`src/rtl/npu_pkg.sv`:
```
// npu_pkg: shared region/op codes, default layer sizes and loader states
package npu_pkg;
  localparam logic [2:0] REG_IMG = 3'b000;
  localparam logic [2:0] REG_W1 = 3'b001;
  localparam logic [2:0] REG_W2 = 3'b010;
  localparam logic [2:0] REG_FC1 = 3'b011;
  localparam logic [2:0] REG_FC2 = 3'b100;
  localparam logic [2:0] REG_OP = 3'b101;
  localparam logic [11:0] OP_RST = 12'd0;
  localparam logic [11:0] OP_TRIG = 12'd1;
  localparam logic [11:0] OP_REQ = 12'd2;
  localparam int N_IMG_DEF = 240;
  localparam int N_W1_DEF = 90;
  localparam int N_W2_DEF = 90;
  localparam int N_FC1_DEF = 1320;
  localparam int N_FC2_DEF = 10;
  typedef enum logic [2:0] {
    S_IDLE, S_NPU_RST, S_LOAD, S_TRIG, S_GAP, S_POLL, S_PWAIT
  } state_t;
endpackage

```
`src/rtl/npu_region_counter.sv`:
```
// npu_region_counter: walks {region, offset} through the layer regions in load order
module npu_region_counter
  import npu_pkg::*;
#(
  parameter int N_IMG = N_IMG_DEF,
  parameter int N_W1 = N_W1_DEF,
  parameter int N_W2 = N_W2_DEF,
  parameter int N_FC1 = N_FC1_DEF,
  parameter int N_FC2 = N_FC2_DEF
) (
  input  logic        clk,
  input  logic        rst,
  input  logic        i_clr,
  input  logic        i_adv,
  output logic [2:0]  o_region,
  output logic [11:0] o_offset,
  output logic        o_last
);
  logic [2:0]  r_region;
  logic [11:0] r_offset;
  logic [11:0] w_lim;
  logic        w_wrap;
  // last offset of the region currently being filled
  always_comb
    w_lim = r_region == REG_IMG ? 12'(N_IMG - 1) :
            r_region == REG_W1  ? 12'(N_W1 - 1)  :
            r_region == REG_W2  ? 12'(N_W2 - 1)  :
            r_region == REG_FC1 ? 12'(N_FC1 - 1) : 12'(N_FC2 - 1);
  assign w_wrap = r_offset == w_lim;
  assign o_last = r_region == REG_FC2 && r_offset == 12'(N_FC2 - 1);
  assign o_region = r_region;
  assign o_offset = r_offset;
  // advance one beat, rolling into the next region at the end of each one
  always_ff @(posedge clk or posedge rst)
    if (rst) begin
      r_region <= '0;
      r_offset <= '0;
    end else if (i_clr) begin
      r_region <= '0;
      r_offset <= '0;
    end else if (i_adv) begin
      r_offset <= w_wrap ? '0 : r_offset + 12'd1;
      r_region <= w_wrap ? r_region + 3'd1 : r_region;
    end
endmodule

```
`src/rtl/npu_host_loader.sv`:
```
// npu_host_loader: streams image/weights into the NPU, triggers it and polls for the result
module npu_host_loader
  import npu_pkg::*;
#(
  parameter int N_IMG = N_IMG_DEF,
  parameter int N_W1 = N_W1_DEF,
  parameter int N_W2 = N_W2_DEF,
  parameter int N_FC1 = N_FC1_DEF,
  parameter int N_FC2 = N_FC2_DEF,
  parameter int POLL_GAP = 4,
  parameter int POLL_MAX = 65535
) (
  input  logic        clk,
  input  logic        rst,
  input  logic        start,
  input  logic [7:0]  src_data,
  input  logic        src_valid,
  output logic        src_ready,
  output logic        npu_en,
  output logic [14:0] npu_addr,
  output logic [31:0] npu_wdata,
  input  logic [31:0] npu_rdata,
  output logic        busy,
  output logic        done,
  output logic [23:0] result,
  output logic        timeout
);
  state_t      r_state, w_next;
  logic        r_en, r_done, r_timeout;
  logic [14:0] r_addr;
  logic [31:0] r_wdata;
  logic [23:0] r_result;
  logic [15:0] r_gap, r_polls;
  logic        w_en, w_clr, w_adv, w_last, w_gap_end, w_poll_lim, w_npu_done;
  logic [14:0] w_addr;
  logic [31:0] w_wdata;
  logic [2:0]  w_region;
  logic [11:0] w_offset;
  logic        w_unused;
  assign w_unused = &{1'b0, npu_rdata[30:24]};
  assign w_npu_done = npu_rdata[31];
  assign w_gap_end = r_gap == 16'(POLL_GAP - 1);
  assign w_poll_lim = r_polls == 16'(POLL_MAX);
  npu_region_counter #(
    .N_IMG(N_IMG), .N_W1(N_W1), .N_W2(N_W2), .N_FC1(N_FC1), .N_FC2(N_FC2)
  ) u_cnt (
    .clk(clk), .rst(rst), .i_clr(w_clr), .i_adv(w_adv),
    .o_region(w_region), .o_offset(w_offset), .o_last(w_last)
  );
  // next state plus the NPU access to register for the following cycle
  always_comb begin
    w_next = r_state;
    w_en = 1'b0;
    w_addr = r_addr;
    w_wdata = r_wdata;
    w_clr = 1'b0;
    w_adv = 1'b0;
    case (r_state)
      S_IDLE: w_next = start ? S_NPU_RST : S_IDLE;
      S_NPU_RST: begin
        w_en = 1'b1;
        w_addr = {REG_OP, OP_RST};
        w_wdata = '0;
        w_clr = 1'b1;
        w_next = S_LOAD;
      end
      S_LOAD: begin
        w_adv = src_valid;
        w_en = src_valid;
        w_addr = src_valid ? {w_region, w_offset} : r_addr;
        w_wdata = src_valid ? {{24{src_data[7]}}, src_data} : r_wdata;
        w_next = src_valid && w_last ? S_TRIG : S_LOAD;
      end
      S_TRIG: begin
        w_en = 1'b1;
        w_addr = {REG_OP, OP_TRIG};
        w_wdata = '0;
        w_next = S_GAP;
      end
      S_GAP: w_next = w_gap_end ? S_POLL : S_GAP;
      S_POLL: begin
        w_en = 1'b1;
        w_addr = {REG_OP, OP_REQ};
        w_wdata = '0;
        w_next = S_PWAIT;
      end
      S_PWAIT: w_next = w_npu_done || w_poll_lim ? S_IDLE : S_GAP;
      default: w_next = S_IDLE;
    endcase
  end
  // state and registered NPU port
  always_ff @(posedge clk or posedge rst)
    if (rst) begin
      r_state <= S_IDLE;
      r_en <= 1'b0;
      r_addr <= '0;
      r_wdata <= '0;
    end else begin
      r_state <= w_next;
      r_en <= w_en;
      r_addr <= w_addr;
      r_wdata <= w_wdata;
    end
  // poll spacing, poll count and the completion/timeout status
  always_ff @(posedge clk or posedge rst)
    if (rst) begin
      r_gap <= '0;
      r_polls <= '0;
      r_done <= 1'b0;
      r_result <= '0;
      r_timeout <= 1'b0;
    end else begin
      r_gap <= r_state == S_GAP ? r_gap + 16'd1 : '0;
      r_polls <= r_state == S_NPU_RST ? '0 : r_state == S_POLL ? r_polls + 16'd1 : r_polls;
      r_done <= r_state == S_PWAIT && w_npu_done;
      r_result <= r_state == S_PWAIT && w_npu_done ? npu_rdata[23:0] : r_result;
      r_timeout <= r_state == S_IDLE && start ? 1'b0 :
                   r_state == S_PWAIT && !w_npu_done && w_poll_lim ? 1'b1 : r_timeout;
    end
  assign src_ready = r_state == S_LOAD;
  assign busy = r_state != S_IDLE;
  assign npu_en = r_en;
  assign npu_addr = r_addr;
  assign npu_wdata = r_wdata;
  assign done = r_done;
  assign result = r_result;
  assign timeout = r_timeout;
endmodule

```
`config.mk`:
```
export PLATFORM = sky130hd
export DESIGN_NAME = npu_host_loader
export DESIGN_NICKNAME = d
export VERILOG_FILES = /design/src/rtl/npu_pkg.sv /design/src/rtl/npu_region_counter.sv /design/src/rtl/npu_host_loader.sv
export SDC_FILE = /design/constraint.sdc
export NUM_CORES = 1
export LEC_CHECK = 0
export CELL_PAD_IN_SITES_DETAIL_PLACEMENT = 1
export CELL_PAD_IN_SITES_GLOBAL_PLACEMENT = 1
export CORE_UTILIZATION = 28
export CTS_CLUSTER_SIZE = 8
export DETAILED_ROUTE_END_ITERATION = 8
export GPL_ROUTABILITY_DRIVEN = 0
export PLACE_DENSITY = 0.65
export SKIP_LAST_GASP = 1
export SYNTH_ARGS = -nofsm -noshare
export SYNTH_HDL_FRONTEND = slang
export SYNTH_SLANG_ARGS = --single-unit
```
`constraint.sdc`:
```
create_clock -name clk -period 7.4 [get_ports clk]
set_clock_uncertainty 0.1 [all_clocks]
set_input_delay 0.74 -clock clk [delete_from_list [all_inputs] [get_ports clk]]
set_output_delay 0.74 -clock clk [all_outputs]
set_load 0.02 [all_outputs]
```
# Yosys cells after proc, flatten, opt, wreduce, memory -nomap -nowiden
# Index checks and enable logic that the tools add are counted.
# word_totals
out_inout_bits,76
wordCells,78
register_bits,124
# classes
eq_ne,15
reduce_logical,21
n_mux,27
add_sub_neg,4
# ops
op,n
two-way mux 12 bit,6
case mux 32 bit (2 select lines),1
case mux 15 bit (4 select lines),1
two-way mux 16 bit,3
"adder 16 x 1 -> 16 bit, second input constant",2
two-way mux 32 bit,1
case mux 3 bit (7 select lines),1
"equality test 16 bit, second input constant",1
"equality test 16 x 2 -> 1 bit, second input constant",1
two-way mux 15 bit,1
"adder 12 x 1 -> 12 bit, second input constant",1
equality test 12 bit,1
"equality test 12 x 4 -> 1 bit, second input constant",1
"equality test 3 x 2 -> 1 bit, second input constant",4
"equality test 3 bit, second input constant",4
two-way mux 3 bit,4
two-way mux 11 bit,1
nonzero test 2 bit,5
two-way mux 1 bit,7
"equality test 3 x 1 -> 1 bit, second input constant",2
logical AND 1 bit,6
zero test 3 bit,2
AND reduction 2 bit,3
nonzero test 4 bit,1
7 further kinds,7

# Depth between registers and ports, before layout
# Gate-level depths: netlist (run 1).
# logic_depth
ltp_word,9
ltp_mapped,10
mapped_depth_nobuf,8

# By module
# A second synthesis (run 1) with hierarchy kept.
# hier_totals
cells_unflattened,457
area_unflattened_um2,4932.2
# modules_own_cells
mod,n_inst,cells_per_inst,area_per_inst_um2
npu_host_loader,1,342,3862.5
npu_region_counter,1,115,1069.8

# Worst setup path before layout (run 1)
# OpenSTA, ideal clock, no wires.
# synth_timing
path_type,register to register
start,register u_cnt.r_region[2] (netlist: u_cnt.o_region[2])
end,register u_cnt.r_region[2] (netlist: u_cnt.o_region[2])
required_ns,7.176
path_stages_with_launch,11
setup_ns,0.124
period_less_slack_ns,2.321
n_path_buf,2
arrival_time_ns,2.096
setup_slack_ns,5.079
cell_sequence,dfrtp_1 > buf_6 > inv_1 > ha_1 > nor3b_1 > o31a_1 > o2111ai_2 > nor4_4 > o21a_1 > buf_6 > o22ai_2
# synth_via
elab_chain_cells,8
word_cells_on_any_way,15
classes_between,add/sub (1); eq/ne (4); mux (7); reduce/logical (3)
# synth_lines
element,line,text
from (decl),npu_region_counter.sv:19,logic [2:0] r_region;
from (signal assigned),npu_region_counter.sv:43,r_region <= w_wrap ? r_region + 3'd1 : r_region;
equality test 3 x 2 -> 1 bit,npu_region_counter.sv:28,r_region == REG_FC1 ? 12'(N_FC1 - 1) : 12'(N_FC2 - 1);
two-way mux 11 bit,npu_region_counter.sv:28,
two-way mux 12 bit,npu_region_counter.sv:27,r_region == REG_W2 ? 12'(N_W2 - 1) :
two-way mux 12 bit,npu_region_counter.sv:26,r_region == REG_W1 ? 12'(N_W1 - 1) :
two-way mux 12 bit,npu_region_counter.sv:25,w_lim = r_region == REG_IMG ? 12'(N_IMG - 1) :
equality test 12 bit,npu_region_counter.sv:29,assign w_wrap = r_offset == w_lim;
nonzero test 2 bit (no source line),-,
AND reduction 2 bit (no source line),-,
# Several ways; a longest one is shown, not always the timed one. The select of a mux whose other input is x is not followed.
# A chain may end at the register's enable or synchronous reset.

# Final worst setup path (run 1)
# layout_timing
start,register r_state[1]
end,output src_ready
# layout_via
elab_chain_cells,1
# layout_lines
element,line,text
from (decl),npu_host_loader.sv:28,"state_t r_state, w_next;"
from (signal assigned),npu_host_loader.sv:99,r_state <= w_next;
equality test 3 x 2 -> 1 bit,npu_host_loader.sv:120,assign src_ready = r_state == S_LOAD;
to (decl),npu_host_loader.sv:18,"output logic src_ready,"
# Every way passes these cells.

==> flow_summary.yaml, run 1 <==
layout:
  antennaDiodeCount: 0
  utilization_pct: 37.49
  fin_nets: 650
  drive_above_1_share_pct: 4.485
  final_cells: 822
  areaGrowthSynthToFinish_pct: 30.39
global_routing:
  grt_usage_pct: 14.96
  grt_pass1_wl_mm: 21.08
  antenna_found_initial: 0
  grt_pass1_vias: 4159
  grt_max_degree: 76
  grt_overflow: 0
timing:
  rsz0062_at_grt: "no"
  fin_crit_sh_pct: 41.24
  hold_viol: 0
  tightestPinTransition_ns: 1.101
  fmax_ghz: 0.3277
  setup-violations-final: 0
  slew_headroom_pct: 26.31
  period_minus_slack_ns: 3.052
  slew_viol_final: 0
  tns_ns: 0
synth:
  syn-mean-instance-area_um2: 9.327
  syn_nets: 566
  ys_ff_latch: 100
  syn-cell-area_um2: 4785
  yosys_warnings: 0
  synth_ff_type: "dfrtp_1"
  postSynth.asyncResetShare_pct: 100.0
  synthesis.instances: 513
  ys_seq_area_share_pct: 52.30
  synth-edff-count: 0
  synth_cell_types: 47
clock_network:
  cts_resized: 0
  postCtsSetupRepairBufs: 0
  clkTransAtPathRegs_ns: 0.07
  cts_tree: "done"
  cts-root-buf: "clkbuf_16"
  cts-hold-fix-buffers: 0
  clock_sinks: 100
  worstSkewPairLatency_ns: 0.35
  clock_path_buffers: 2
  htreeDepth: 3
  cts_buffers: 9
place:
  numPortBuffers: 112
  dp_hpwl_mm: 8.778
  dp.cells: 806
routing:
  post-route-drc-count: 0
  first_pass_iters: 4
  first_iter_violations: 165
  ant_nets: 0
  wirelength_mm: 12.30
  vias_per_cell: 4.742
  via_count: 3898
  routedWlPerCell_um: 14.97
pwr:
  power_mw: 2.195
  power.density_nw_per_um2: 351.8
  leakagePower_nw: 2.749
  ir_worst_vdd_mv: 0.1554
run_status:
  outcome: "finished, final reports clean"
die:
  die_y_um: 132.7
  initial_core_util_pct: 28.75
  die_x_um: 132.7
  io_pins: 120
  coreArea_um2: 16640
  rows: 47
  dieArea_um2: 17610
setup_path:
  crit_type: "reg2out"
  cp-start-kind: "register"
  critPathCaptureType: "output pin"
  cp.required_ns: 6.56
  crit_path_max_fanout: 13
  critPathArrivalTime_ns: 2.21
flow_run:
  cap_violations: 0
hold_path:
  holdCritPathClass: "reg2reg"
-- layout make-up --
| cell class | instances | area (µm²) |
|---|---|---|
| clock buffers | 12 | 256.5 |
| clock inverters | 4 | 47.55 |
| fillers | 1935 | 10400 |
| inverters | 12 | 47.55 |
| multi-input cells | 359 | 1966 |
| flip-flops and latches | 100 | 2502 |
| well taps | 220 | 275.3 |
| repair buffers | 115 | 1144 |
-- kinds of logic (layout without fill, tap and decap cells) --
logic type | count (synthesis) | after routing | synth area share (%)
flops | 100 | 100 | 52.30
buf+inv | 54 | 143 | 6.616
xor+xnor | 31 | 31 | 5.675
compound gates | 63 | 63 | 8.630
fa+ha+maj | 9 | 9 | 2.354
simple gates | 256 | 256 | 24.42
-- worst max-delay path, stage by stage, from the launching register on --
cell	delay (ns)
dfrtp_1	0.57
nand2b_1	0.19
nor2_1	0.41
clkdlybuf4s50_1	0.69
-- flip-flops by register name, indices dropped and copies added (netlist names) --
name and count:
done 1, r_state 3, npu_en 1, r_gap 16, timeout 1, u_cnt.o_region 3, npu_wdata 8, u_cnt.o_offset 12
r_polls 16, npu_addr 15, result 24
-- report_power, final --
group / leakage (nW) / switching (mW) / internal (mW) / total, mW
clock: 0.149 / 0.203 / 0.280 / 0.483
combinational: 1.30 / 0.520 / 0.392 / 0.912
sequential: 1.30 / 0.126 / 0.674 / 0.800
total: 2.75 / 0.849 / 1.35 / 2.19
-- cells in the final DEF, fill, tap and decap left out, types with 2 or more instances in the layout --
cell               n
nor4_1             6
a21oi_1           11
xor2_1            19
clkbuf_16          9
a31oi_1            3
o21ai_1            2
o31ai_1            3
nand2_1          120
xnor2_1           12
clkdlybuf4s50_1  112
nor2_1            57
or3_1              6
and2_1             2
nor4_4             2
nand3_1           27
nor3_1             9
or4_1              2
o21ai_0           23
o31a_1             2
clkinv_2           2
nand4_1            9
inv_1             10
clkbuf_8           2
and3_1             5
buf_4              3
dfrtp_1          100
ha_1               9
nand2b_1           3
a22o_1            10
-- cell usage after synthesis, types with 2 or more instances --
cell type / instances / share of area, %
a21oi_1: 11 / 1.2
a22o_1: 10 / 1.8
a31oi_1: 3 / 0.39
and2_1: 2 / 0.26
and3_1: 5 / 0.65
buf_4: 24 / 3.8
buf_6: 3 / 0.71
clkbuf_1: 13 / 1.0
dfrtp_1: 100 / 52
ha_1: 9 / 2.4
inv_1: 11 / 0.86
nand2_1: 120 / 9.4
nand2b_1: 3 / 0.39
nand3_1: 27 / 2.8
nand4_1: 9 / 1.2
nor2_1: 57 / 4.5
nor3_1: 9 / 0.94
nor4_1: 6 / 0.78
nor4_4: 2 / 0.89
o21ai_0: 23 / 2.4
o21ai_1: 2 / 0.21
o31a_1: 2 / 0.37
o31ai_1: 3 / 0.47
or3_1: 6 / 0.78
or4_1: 2 / 0.31
xnor2_1: 12 / 2.2
xor2_1: 19 / 3.5
-- metal layers --
layer / part of all wire, % / vias up / GRT usage (%)
met5: 0 / - / 0
met4: 1.0 / 0 / 3.831
met3: 7.5 / 10 / 5.441
met2: 46 / 111 / 24.74
met1: 45 / 1912 / 18.43
li1: - / 1865 / -
-- through the flow --
step | worst slack, ns | instance area [µm²] | hold WS [ns]
after floorplan | 3.941 | 4785 | 0.3547
after global placement | 4.555 | 5934 | 0.3580
after detailed placement | 4.489 | 5934 | 0.3701
after CTS | 4.332 | 6238 | 0.3881
after global routing | 4.235 | 6238 | 0.4067
final | 4.348 | 6238 | 0.3805
-- path summary, 6_finish.rpt --
| check | from | to | slack [ns] | cells past startpoint |
|---|---|---|---|---|
| worst max-delay path | r_state[1]$_DFF_PP0_ | src_ready | 4.35 | 3 |
| worst min-delay path | result[5]$_DFFE_PP0P_ | result[5]$_DFFE_PP0P_ | 0.38 | 2 |
| worst max register to register | u_cnt.o_region[2]$_DFFE_PP0P_ | u_cnt.o_region[0]$_DFFE_PP0P_ | 4.53 | 8 |
| worst min register to register | result[5]$_DFFE_PP0P_ | result[5]$_DFFE_PP0P_ | 0.38 | 2 |
| max in group asynchronous | rst | u_cnt.o_region[1]$_DFFE_PP0P_ | 5.30 | 3 |
| min in group asynchronous | rst | result[5]$_DFFE_PP0P_ | 0.62 | 2 |
Note: power is estimated with default switching activity, not from simulation.
==> run 2, diff against run 1 <==
clock period = 2.9 ns   (was 7.4 ns; I/O delays follow)
==> flow_summary.yaml, run 2 (synthesized netlist as in run 1, its figures left out) <==
timing:
  fin_crit_sh_pct: 90.34
  rsz0062_at_grt: "no"
  fmax_ghz: 0.3817
  tns_ns: 0
  tightestPinTransition_ns: 0.6664
  hold_ws_ns: 0.2833
  slew_viol_final: 0
  period_minus_slack_ns: 2.620
  setup-violations-final: 0
  slew_headroom_pct: 55.48
  hold_viol: 0
layout:
  antennaDiodeCount: 0
  layout_common_cells: "120 x nand2_1, 112 x clkdlybuf4s50_1, 100 x dfrtp_1, 57 x nor2_1, 27 x nand3_1"
  drive_above_1_share_pct: 5.757
  multiInputGateArea_um2: 1971
  seqCellArea_um2: 2502
  layout_commonest_cell: "nand2_1"
  areaGrowthSynthToFinish_pct: 31.17
  fin_nets: 657
  stdcell_area_um2: 6276
  largest_reg_flops: 24
  fillers: 1911
routing:
  wirelength_mm: 12.70
  met2_length_mm: 5.800
  ant_nets: 0
  wl_met3_um: 833
  first_pass_iters: 4
  wl_met1_mm: 5.883
  vias_per_cell: 4.731
  post-route-drc-count: 0
  highest_layer: "met4"
  routedWlPerCell_um: 15.34
  via_count: 3917
  first_iter_violations: 195
clock_network:
  worstSkewPairLatency_ns: 0.35
  cts_tree: "done"
  clock_path_buffers: 2
  cts_buffers: 9
  clock_sinks: 100
  cts-root-buf: "clkbuf_16"
  clkTransAtPathRegs_ns: 0.07
  cts-hold-fix-buffers: 0
  htreeDepth: 3
setup_path:
  crit_path_max_fanout: 11
  cp-start-kind: "register"
  cp.required_ns: 3.02
  crit_type: "reg2reg"
  critPathArrivalTime_ns: 2.74
  slowest_stage: "dfrtp_1"
  cp_cell_sequence: "inv_1 > ha_1 > and2_1 > o31ai_1 > nand4_1 > nor4_4 > o21a_1 > o21ai_1"
  cpPeakStageDelay_ns: 0.52
  critPathCaptureType: "register"
global_routing:
  antenna_found_initial: 0
  grt_pass1_wl_mm: 21.32
  grt_overflow: 0
  grt_pass1_vias: 4103
  grt_usage_pct: 15.17
  grt_max_degree: 31
pwr:
  leakagePower_nw: 2.775
  ir_worst_vdd_mv: 0.4686
  power.density_nw_per_um2: 878.8
die:
  rows: 47
  die_x_um: 132.7
  coreArea_um2: 16640
  die_y_um: 132.7
  dieArea_um2: 17610
  io_pins: 120
  initial_core_util_pct: 28.75
place:
  dp_hpwl_mm: 9.095
  numPortBuffers: 112
  place_area_um2: 6013
flow_run:
  cap_violations: 0
hold_path:
  holdCritPathClass: "in2async"
run_status:
  outcome: "finished, final reports clean"
## run 2: cell types whose count changed in the layout (fill, tap and decap cells not counted), sizes merged
cell	previous run	this run
clkinv	2	5
bufinv	1	0
clkinvlp	1	2
inv	12	11
buf	3	10
clkbuf	12	9
## run 2: final cells by class
class,instances,share of cell area [%]
sequential,100,39.87
multi-input combinational,359,31.40
timing repair buffer,122,19.46
tap,220,4.386
clock buffer,9,3.589
inverter,12,0.7775
clock inverter,6,0.5183
## run 2: what timing repair did
action                                  CTS  global route
endpoints found under the setup margin    0             1
buffers inserted                          0             0
gates resized for setup                   0             1
## run 2: per-stage QoR
| step | setup WS (ns) | instances | util [%] | power [mW] |
|---|---|---|---|---|
| finish | 0.2801 | 828 | 37.71 | 5.515 |
| global route | 0.06984 | 828 | 37.71 | 5.902 |
| CTS | 0.1652 | 828 | 37.68 | 5.612 |
| detailed placement | 0.2041 | 813 | 36.13 | 4.479 |
| global placement | 0.3409 | 813 | 36.13 | 4.402 |
| floorplan | 0.5794 | 513 | - | 3.542 |
## run 2: worst max-delay path, delay by kind of cell (launching register included)
family / cells / cell delay, ns
buffers and inverters: 1 / 0.15
AOI/OAI and AO/OA: 3 / 0.78
adders and majority gates: 1 / 0.26
and+or+nand+nor: 3 / 0.68
DFF: 1 / 0.52
## run 2: path summary, 6_finish.rpt
path | endpoint | from | slack (ns) | cells after the start
max | u_cnt.o_region[1]$_DFFE_PP0P_ | u_cnt.o_region[2]$_DFFE_PP0P_ | 0.28 | 8
min | result[6]$_DFFE_PP0P_ | rst | 0.28 | 2
max reg2reg | u_cnt.o_region[1]$_DFFE_PP0P_ | u_cnt.o_region[2]$_DFFE_PP0P_ | 0.28 | 8
min reg2reg | result[19]$_DFFE_PP0P_ | result[19]$_DFFE_PP0P_ | 0.38 | 2
max in group asynchronous | npu_wdata[30]$_DFFE_PP0P_ | rst | 1.74 | 3
min in group clk | result[23]$_DFFE_PP0P_ | npu_rdata[23] | 0.37 | 3
## run 2: power breakdown
part,switching [mW],internal (mW)
clock network,0.519,0.569
logic,1.34,1.04
registers,0.326,1.72
## run 2: per-layer routing
metal	vias to the layer above	track usage [%]
li1	1879	-
met1	1906	19.17
met2	117	24.47
met3	15	4.981
met4	0	4.789
met5	-	0
==> run 3, diff against run 2 <==
CELL_PAD_IN_SITES_DETAIL_PLACEMENT = unset   (was 1)
CELL_PAD_IN_SITES_GLOBAL_PLACEMENT = unset   (was 1)
PLACE_DENSITY = 0.54   (was 0.65)
clock period = 2.4 ns   (was 2.9 ns; I/O delays follow)
==> flow_summary.yaml, run 3 (synthesized netlist as in run 1, its figures left out) <==
run_status:
  outcome: "finished, final reports clean"
layout:
  layout_common_cells: "120 x nand2_1, 112 x clkdlybuf4s50_1, 100 x dfrtp_1, 55 x nor2_1, 27 x nand3_1"
  drive_above_1_share_pct: 10.42
  stdcell_area_um2: 6518
  fin_nets: 672
  multiInputGateArea_um2: 2043
  antennaDiodeCount: 0
  final_cells: 844
  fillers: 1608
  largest_reg_flops: 24
  seqCellArea_um2: 2502
  layout_commonest_cell: "nand2_1"
  areaGrowthSynthToFinish_pct: 36.22
setup_path:
  path_buf_inv: 2
  cp_cell_sequence: "buf_4 > ha_4 > nor4b_2 > xor2_1 > nand4_1 > nor4_4 > o21a_1 > buf_6 > nor2_1"
  crit_type: "reg2reg"
  slowest_stage: "dfrtp_1"
  cpPeakStageDelay_ns: 0.41
  critPathCaptureType: "register"
  cp.required_ns: 2.53
  path_delay_family: "simple AND/OR/NAND/NOR gates"
  reg2reg_depth: 9
  cp-start-kind: "register"
  critPathArrivalTime_ns: 2.46
  crit_path_max_fanout: 7
  worstSetupPathDepth: 9
place:
  place_area_um2: 6103
  place_ws_ns: -0.02679
  dp_hpwl_mm: 8.201
  dp.cells: 825
  numPortBuffers: 112
clock_network:
  htreeDepth: 3
  clock_sinks: 100
  worstSkewPairLatency_ns: 0.35
  cts_buffers: 9
  clock_path_buffers: 2
  cts-hold-fix-buffers: 0
  clkTransAtPathRegs_ns: 0.07
  cts_tree: "done"
  cts-root-buf: "clkbuf_16"
global_routing:
  antenna_found_initial: 0
  grt_max_degree: 39
  grt_pass1_wl_mm: 19.38
  grt_usage_pct: 13.96
  grt_pass1_vias: 3802
  grt_overflow: 0
timing:
  fin_crit_sh_pct: 97.14
  layout_setup_ws_ns: 0.06870
  fmax_ghz: 0.4289
  slew_viol_final: 0
  rsz0062_at_grt: "yes"
  tightestPinTransition_ns: 0.6360
  hold_viol: 0
  tns_ns: 0
  slew_headroom_pct: 57.51
  setup-violations-final: 0
  period_minus_slack_ns: 2.331
routing:
  post-route-drc-count: 0
  highest_layer: "met4"
  wl_met3_um: 752
  wl_met1_mm: 5.352
  routedWlPerCell_um: 13.50
  via_count: 3905
  first_iter_violations: 196
  first_pass_iters: 4
  ant_nets: 0
  vias_per_cell: 4.627
  met2_length_mm: 5.172
  wirelength_mm: 11.40
hold_path:
  holdCritPathClass: "in2async"
die:
  initial_core_util_pct: 28.75
  io_pins: 120
  die_y_um: 132.7
  die_x_um: 132.7
  rows: 47
  coreArea_um2: 16640
  dieArea_um2: 17610
pwr:
  power_mw: 6.939
  power.density_nw_per_um2: 1065
  ir_worst_vdd_mv: 0.5272
  leakagePower_nw: 2.863
flow_run:
  cap_violations: 0
[run 3: routing by layer]
layer / vias up / track usage, %
li1: 1917 / -
met1: 1853 / 18.80
met2: 125 / 21.55
met3: 10 / 4.061
met4: 0 / 4.406
met5: - / 0
[run 3: per-stage QoR]
stage               util [%]  hold WS, ns
floorplan                  -       0.2454
global route           39.16       0.2711
detailed placement     36.67       0.3622
global placement       36.67       0.3575
finish                 39.16       0.2208
CTS                    38.71       0.2255
[run 3: timing repair]
action	CTS	global route
endpoints found under the hold margin	0	0
buffers inserted	0	3
pin swaps	5	6
endpoints found under the setup margin	10	12
gates resized for setup	11	11
[run 3: worst paths after layout]
kind,startpoint,to,slack (ns)
max in group asynchronous,rst,u_cnt.o_offset[7]$_DFFE_PP0P_,1.38
worst min register to register,result[3]$_DFFE_PP0P_,result[3]$_DFFE_PP0P_,0.37
worst min-delay path,rst,result[20]$_DFFE_PP0P_,0.22
min in group clk,npu_rdata[19],result[19]$_DFFE_PP0P_,0.31
worst max register to register,u_cnt.o_region[0]$_DFFE_PP0P_,u_cnt.o_offset[2]$_DFFE_PP0P_,0.07
worst max-delay path,u_cnt.o_region[0]$_DFFE_PP0P_,u_cnt.o_offset[2]$_DFFE_PP0P_,0.07
[run 3: area by class of cell]
| type | instances | area share (%) |
|---|---|---|
| flip-flops and latches | 100 | 38.40 |
| multi-input cells | 359 | 31.35 |
| repair buffers | 137 | 20.64 |
| well taps | 220 | 4.223 |
| clock buffers | 10 | 3.667 |
| clock inverters | 6 | 0.9791 |
| inverters | 12 | 0.7487 |
[run 3: power breakdown]
| part | internal (mW) | total (mW) | switching, mW |
|---|---|---|---|
| registers | 2.08 | 2.42 | 0.340 |
| clock network | 0.834 | 1.46 | 0.630 |
| logic | 1.38 | 3.06 | 1.67 |
